<file path="config.mk">
export PLATFORM = sky130hd
export DESIGN_NAME = cordiv_array
export DESIGN_NICKNAME = d
export VERILOG_FILES = /design/src/rtl/cordiv_pkg.sv /design/src/rtl/cordiv_lane.sv /design/src/rtl/cordiv_array.sv
export SDC_FILE = /design/constraint.sdc
export NUM_CORES = 1
export LEC_CHECK = 0
export CAP_MARGIN = 20
export CORE_MARGIN = 3
export CORE_UTILIZATION = 36
export CTS_CLUSTER_SIZE = 16
export DETAILED_ROUTE_END_ITERATION = 16
export PLACE_DENSITY_LB_ADDON = 0.3
export SYNTH_ARGS = -nofsm -noshare
export SYNTH_HDL_FRONTEND = slang
export SYNTH_SLANG_ARGS = --single-unit
export TNS_END_PERCENT = 1
</file>
<file path="constraint.sdc">
create_clock -name clk -period 3 [get_ports clk]
set_clock_uncertainty 0.1 [all_clocks]
set_input_delay 0.9 -clock clk [delete_from_list [all_inputs] [get_ports clk]]
set_output_delay 0.9 -clock clk [all_outputs]
set_load 0.01 [all_outputs]
</file>
<file path="src/rtl/cordiv_pkg.sv">
// Shared constants and helpers for the stochastic divider array:
// LFSR geometry, feedback taps, default seed and select slicing.
package cordiv_pkg;

  localparam int LFSR_W = 16;

  // Right-shift Fibonacci form of taps 16,14,13,11
  localparam logic [LFSR_W-1:0] LFSR_TAPS = 16'h002D;

  localparam logic [LFSR_W-1:0] LFSR_SEED_DEF = 16'hACE1;

  function automatic logic [LFSR_W-1:0] lfsr_next(
    input logic [LFSR_W-1:0] v
  );
    return {^(v & LFSR_TAPS), v[LFSR_W-1:1]};
  endfunction

  function automatic logic [LFSR_W-1:0] sel_slice(
    input logic [LFSR_W-1:0] v,
    input int                lane,
    input int                w
  );
    logic [LFSR_W-1:0] mask;
    mask = (LFSR_W'(1) << w) - LFSR_W'(1);
    return (v >> (lane * w)) & mask;
  endfunction

endpackage

</file>
<file path="src/rtl/cordiv_lane.sv">
// One divider lane: history shift register, select mux,
// quotient register, fill tracking and window accumulator.
module cordiv_lane
  import cordiv_pkg::*;
#(
  parameter int SRDEPTH = 2,
  parameter int SELW    = 1,
  parameter int CNTW    = 8
) (
  input  logic            clk,
  input  logic            rst_n,
  input  logic            clr,
  input  logic            en,
  input  logic            wrap,
  input  logic            dividend,
  input  logic            divisor,
  input  logic [SELW-1:0] sel,
  output logic            quotient,
  output logic            qvalid,
  output logic [CNTW:0]   qsum
);

  localparam int FW = $clog2(SRDEPTH + 1);
  localparam int AW = CNTW + 1;

  logic [SRDEPTH-1:0] sr_q, sr_d;
  logic               quo_q, quo_d;
  logic [FW-1:0]      fill_q, fill_d;
  logic [AW-1:0]      acc_q, acc_d;
  logic [AW-1:0]      qsum_q, qsum_d;
  logic               q_new;

  // Divisor low: replay a stored dividend bit instead of shifting
  assign q_new = divisor ? dividend : sr_q[sel];

  always_comb begin
    sr_d   = sr_q;
    quo_d  = quo_q;
    fill_d = fill_q;
    acc_d  = acc_q;
    qsum_d = qsum_q;
    if (clr) begin
      sr_d   = '0;
      quo_d  = 1'b0;
      fill_d = '0;
      acc_d  = '0;
      qsum_d = '0;
    end else if (en) begin
      quo_d = q_new;
      if (divisor) begin
        sr_d = {sr_q[SRDEPTH-2:0], dividend};
        if (fill_q != FW'(SRDEPTH)) begin
          fill_d = fill_q + FW'(1);
        end
      end
      if (wrap) begin
        qsum_d = acc_q + AW'(q_new);
        acc_d  = '0;
      end else begin
        acc_d = acc_q + AW'(q_new);
      end
    end
  end

  always_ff @(posedge clk or negedge rst_n) begin
    if (!rst_n) begin
      sr_q   <= '0;
      quo_q  <= 1'b0;
      fill_q <= '0;
      acc_q  <= '0;
      qsum_q <= '0;
    end else begin
      sr_q   <= sr_d;
      quo_q  <= quo_d;
      fill_q <= fill_d;
      acc_q  <= acc_d;
      qsum_q <= qsum_d;
    end
  end

  assign quotient = quo_q;
  assign qvalid   = (fill_q == FW'(SRDEPTH));
  assign qsum     = qsum_q;

endmodule

</file>
<file path="src/rtl/cordiv_array.sv">
// Array of stochastic divider lanes sharing an LFSR select
// source, a window counter and the window-done pulse.
module cordiv_array
  import cordiv_pkg::*;
#(
  parameter int                NCH          = 4,
  parameter int                SRDEPTH      = 2,
  parameter int                SELW         = $clog2(SRDEPTH),
  parameter int                SEL_INTERNAL = 1,
  parameter logic [LFSR_W-1:0] LFSR_SEED    = LFSR_SEED_DEF,
  parameter int                CNTW         = 8
) (
  input  logic                   clk,
  input  logic                   rst_n,
  input  logic                   clr,
  input  logic                   en,
  input  logic [NCH-1:0]         dividend,
  input  logic [NCH-1:0]         divisor,
  input  logic [NCH*SELW-1:0]    sel_ext,
  output logic [NCH-1:0]         quotient,
  output logic [NCH-1:0]         qvalid,
  output logic [NCH*(CNTW+1)-1:0] qsum,
  output logic                   done
);

  if (NCH * SELW > LFSR_W) begin : g_sel_range
    $error("cordiv_array: NCH*SELW exceeds LFSR width");
  end

  logic [LFSR_W-1:0] lfsr_q, lfsr_d;
  logic [CNTW-1:0]   win_q, win_d;
  logic              done_q, done_d;
  logic              wrap;
  logic              sel_unused;

  assign wrap       = &win_q;
  assign sel_unused = ^sel_ext;

  always_comb begin
    lfsr_d = lfsr_q;
    win_d  = win_q;
    done_d = 1'b0;
    if (clr) begin
      lfsr_d = LFSR_SEED;
      win_d  = '0;
    end else if (en) begin
      lfsr_d = lfsr_next(lfsr_q);
      win_d  = win_q + CNTW'(1);
      done_d = wrap;
    end
  end

  always_ff @(posedge clk or negedge rst_n) begin
    if (!rst_n) begin
      lfsr_q <= LFSR_SEED;
      win_q  <= '0;
      done_q <= 1'b0;
    end else begin
      lfsr_q <= lfsr_d;
      win_q  <= win_d;
      done_q <= done_d;
    end
  end

  assign done = done_q;

  for (genvar i = 0; i < NCH; i++) begin : g_lane
    logic [SELW-1:0] sel;
    if (SEL_INTERNAL != 0) begin : g_int
      assign sel = SELW'(sel_slice(lfsr_q, i, SELW));
    end else begin : g_ext
      assign sel = sel_ext[i*SELW +: SELW];
    end

    cordiv_lane #(
      .SRDEPTH (SRDEPTH),
      .SELW    (SELW),
      .CNTW    (CNTW)
    ) u_lane (
      .clk      (clk),
      .rst_n    (rst_n),
      .clr      (clr),
      .en       (en),
      .wrap     (wrap),
      .dividend (dividend[i]),
      .divisor  (divisor[i]),
      .sel      (sel),
      .quotient (quotient[i]),
      .qvalid   (qvalid[i]),
      .qsum     (qsum[i*(CNTW+1) +: CNTW+1])
    );
  end

endmodule

</file>
==> impl_results.rst <==
.. list-table::
   :header-rows: 1

   * - Metric
     - Value
   * - Final number of hold-violating endpoints
     - 0
   * - Yosys synthesis warning count
     - 0
   * - Max-slew violation count
     - 0
   * - Compound-cell area share of the yosys netlist
     - 15.3%
   * - Core footprint
     - ~0.015 mm^2
   * - Most used cell along the critical path
     - ha_1
   * - Cell Area, Placed
     - between 0.006 and 0.007 mm^2
   * - Required time at the worst-slack endpoint
     - 3210 ps
   * - Maximum single-stage delay on the critical path
     - 470 ps
   * - Max H-tree Level
     - 4
   * - Crit share post-route
     - a little over nine tenths
   * - Final routed wirelength across all metal layers
     - around 12,000 um
   * - Congestion Overflow GR
     - 0
   * - Clk pin slew, worst setup/hold paths
     - roughly 50 ps
   * - Average footprint of a synthesized cell
     - 10.4 um^2
   * - Inserted Clock Buffers
     - 17
   * - DIE AREA
     - 0.0168 mm^2
   * - #FFs+latches synth
     - ~120
   * - Fraction of layout cells with a size suffix above 1
     - ~15%
   * - Number of nets in the synthesized netlist
     - approximately 560
   * - Multiplexer fraction of the synthesized cell area
     - under 10%
   * - Post-DR vias/cell
     - approximately 5
   * - CP max FO
     - 5
   * - Sequential-to-total area share from yosys stat
     - between 50% and 60%
   * - Crit path kind
     - in -> reg
   * - Number of DRC markers in iteration 0
     - approximately 240
   * - First-pass iteration count of the detailed router
     - 4
   * - Class of the tightest hold or removal check
     - in -> async
   * - Final core area utilization
     - between 40% and 50%
   * - Cell types with the largest area share after synthesis
     - dfrtp_1 (50%), nand2_1 (4.8%), dfstp_2 (3.8%), xnor2_1 (3.5%), mux2i_1 (3.3%)
   * - R2R depth
     - 7
   * - Post-synth ARST share
     - 100%
   * - Number of nets with antenna violations after detailed routing
     - 0
   * - Final net count
     - just over 600
   * - Pin slew with the least headroom to its limit
     - 601 ps
   * - Vias in the first global route
     - between 4k and 5k
   * - Maximum number of pins on one net before global-route repair
     - 73
   * - Leak
     - 2.98 nW
   * - CP Launch Type
     - primary input
   * - IO Port Bufs
     - 56
   * - Number of antenna violations at the first check in global routing
     - 0
   * - Critical path startpoint
     - divisor[1]
   * - Critical path's slowest cell
     - clkdlybuf4s50_1
   * - Setup Viol. Count Final
     - 0
   * - Adder-Cell Fraction of Synth Area
     - 2.95%
   * - Maximum count of clock buffers along a single path
     - 2
   * - Setup ws final
     - 164 ps
   * - Starting Density
     - 37.3%
   * - Buffers inserted during post-CTS setup optimization
     - 0
   * - Number of synthesized flops with an enable pin
     - 0
   * - Origin of the critical flop-to-flop path
     - lfsr_q[1]$_DFFE_PN0P_
   * - Maximum vdd ir drop
     - around 360 uV
   * - Setup crit end
     - g_lane[1].u_lane.acc_q[6]$_DFFE_PN0P_
   * - Worst flop-to-flop path endpoint
     - g_lane[1].u_lane.acc_q[6]$_DFFE_PN0P_
   * - Count of different cell masters after synthesis
     - 40
   * - Detail Placement HPWL
     - approximately 8100 um
   * - Avg WL per Cell
     - between 15 and 20 um
   * - Post-layout minimum cycle time
     - around 2800 ps
   * - # IOs
     - 61
   * - Cell Area, Synth
     - roughly 0.0055 mm^2
   * - Clock latency at the later pin of the worst-skew pair
     - between 400 and 500 ps
   * - Xor/xnor cell area share of the yosys netlist
     - 5.73%
   * - Number of instances in the synthesized netlist
     - approximately 530
   * - Area fraction of the dominant cell type after synthesis
     - about half
   * - Largest area contributor in the netlist
     - dfrtp_1
   * - Number of cell rows
     - between 40 and 50
   * - Number of antenna diodes
     - 0
   * - Count of cells resized by post-cts repair
     - 0
   * - Endpoint kind of the worst setup timing path
     - register
   * - # Max-Cap Violations
     - 0
   * - Vertical die dimension
     - roughly 130 um
   * - Total number of vias
     - between 4k and 5k
   * - Data arrival time at the worst-slack endpoint
     - roughly 3100 ps
   * - Achievable clock frequency
     - 353 MHz
   * - Area growth syn-to-layout
     - 24.9%
   * - Fraction of the mapped netlist area in simple logic gates
     - roughly 15%
   * - Count of hold buffers inserted by post-cts repair
     - 0
   * - Largest family of logic cells by synthesized area
     - compound AO/OA/AOI/OAI gates
   * - Filler cells
     - around 1.4k
   * - Drc violations
     - 0
   * - Number of clock sinks seen by CTS
     - 117
   * - Power density cells
     - between 500 and 600 mW/mm^2
   * - Post-synth top cells
     - dfrtp_1 (109), nand2_1 (70), o21ai_0 (34), a21oi_1 (28), nor2_1 (27)
   * - Die X
     - 130 um
   * - Worst reg2reg setup slack
     - 640 ps
   * - Total global routing track utilization
     - between 10% and 20%
   * - Most repeated cell in the gate-level netlist after synthesis
     - dfrtp_1
   * - Routability-driven placement congestion ratio
     - 0.797
   * - Setup repair after global routing missed its margin
     - no
   * - TritonCTS clock tree
     - done
   * - Worst slew margin
     - about three fifths
   * - Master cell of the clock root buffer
     - clkbuf_16
   * - Post-route cell area
     - 0.00688 mm^2
   * - Synth Flop Type
     - dfrtp_1
   * - Wire length of the first global-routing pass
     - 20,400 um
   * - Critical path, cell by cell
     - clkdlybuf4s50_1 -> o21ai_0 -> ha_1 -> ha_1 -> nand3_1 -> or3_1 -> o32ai_1
   * - Worst slack at placement
     - -257 ps
   * - Result of the run
     - complete, no violations
power by group:
part           leakage [nW]  total (mW)  internal [mW]  switching [mW]
Sequential             1.59        1.64           1.62          0.0239
Clock                 0.309        2.10           1.41           0.689
Combinational          1.08       0.222         0.0860           0.136
metal layers:
| layer | GRT usage [%] | share of wire, % | up-vias |
|---|---|---|---|
| met5 | 0 | 0 | - |
| met4 | 5.93 | 1.4 | 0 |
| met3 | 5.32 | 4.6 | 14 |
| met2 | 24.1 | 48 | 97 |
| met1 | 19.8 | 46 | 1983 |
| li1 | - | - | 1959 |
worst max-delay path: cells and delay by family:
family / cells / cell delay (ps)
AO/OA/AOI/OAI: 2 / 650
adder cells (fa/ha/maj): 2 / 500
buffers and inverters: 1 / 470
AND/OR/NAND/NOR: 2 / 520
state kept, by name (all words and copies together) (netlist names):
signal / count
done: 1
g_lane.u_lane.fill_q: 8
g_lane.u_lane.acc_q: 36
win_q: 8
g_lane.u_lane.quotient: 4
lfsr_q: 16
g_lane.u_lane.qsum: 36
g_lane.u_lane.sr_q: 8
worst min-delay path by stage:
stage                                               startpoint  slack [ps]                               endpoint
after global routing                                     rst_n         250  g_lane[1].u_lane.acc_q[8]$_DFFE_PN0P_
after floorplan                         lfsr_q[12]$_DFFE_PN0P_         360                 lfsr_q[11]$_DFFE_PN1P_
after global placement    g_lane[2].u_lane.qsum[3]$_DFFE_PN0P_         360   g_lane[2].u_lane.qsum[3]$_DFFE_PN0P_
after detailed placement  g_lane[0].u_lane.qsum[4]$_DFFE_PN0P_         370   g_lane[0].u_lane.qsum[4]$_DFFE_PN0P_
after CTS                                                rst_n         240   g_lane[2].u_lane.qsum[5]$_DFFE_PN0P_
final                                                    rst_n         250  g_lane[2].u_lane.acc_q[5]$_DFFE_PN0P_
kinds of logic after synthesis:
group,after synthesis
flops,117
mux,18
simple gates,171
buf+inv,50
fa+ha+maj,13
compound gates,127
xor+xnor,36
through the flow:
step | TNS (ps) | power, mW | instances | hold slack [ps]
after global placement | -822 | 1.89 | 756 | 363
after global routing | 0 | 4.14 | 788 | 247
after detailed placement | -1650 | 1.90 | 756 | 367
after floorplan | 0 | 1.80 | 532 | 360
after CTS | 0 | 4.02 | 788 | 238
final | 0 | 3.96 | 788 | 252
cells in the final DEF, fill, tap and decap left out, types with 20 or more instances in the layout:
cell             synthesis  routed
o21ai_0                 34      34
nand2_1                 70      70
nand3_1                 25      25
o21ai_2                 20      20
a21oi_1                 28      27
xnor2_1                 22      22
dfrtp_1                109     109
buf_4                   10      24
nor2_1                  27      27
clkdlybuf4s50_1          0      53
cell type report:
cell class              instances  area [um^2]  share of cell area (%)
repair buffers                 80          741                    10.8
clock inverters                 9          123                    1.78
inverters                      10         38.8                   0.564
multi-input cells             365         2310                    33.6
clock buffers                  23          498                    7.24
well taps                     184          230                    3.35
flip-flops and latches        117         2940                    42.7
(Power assumes the default switching activity.)
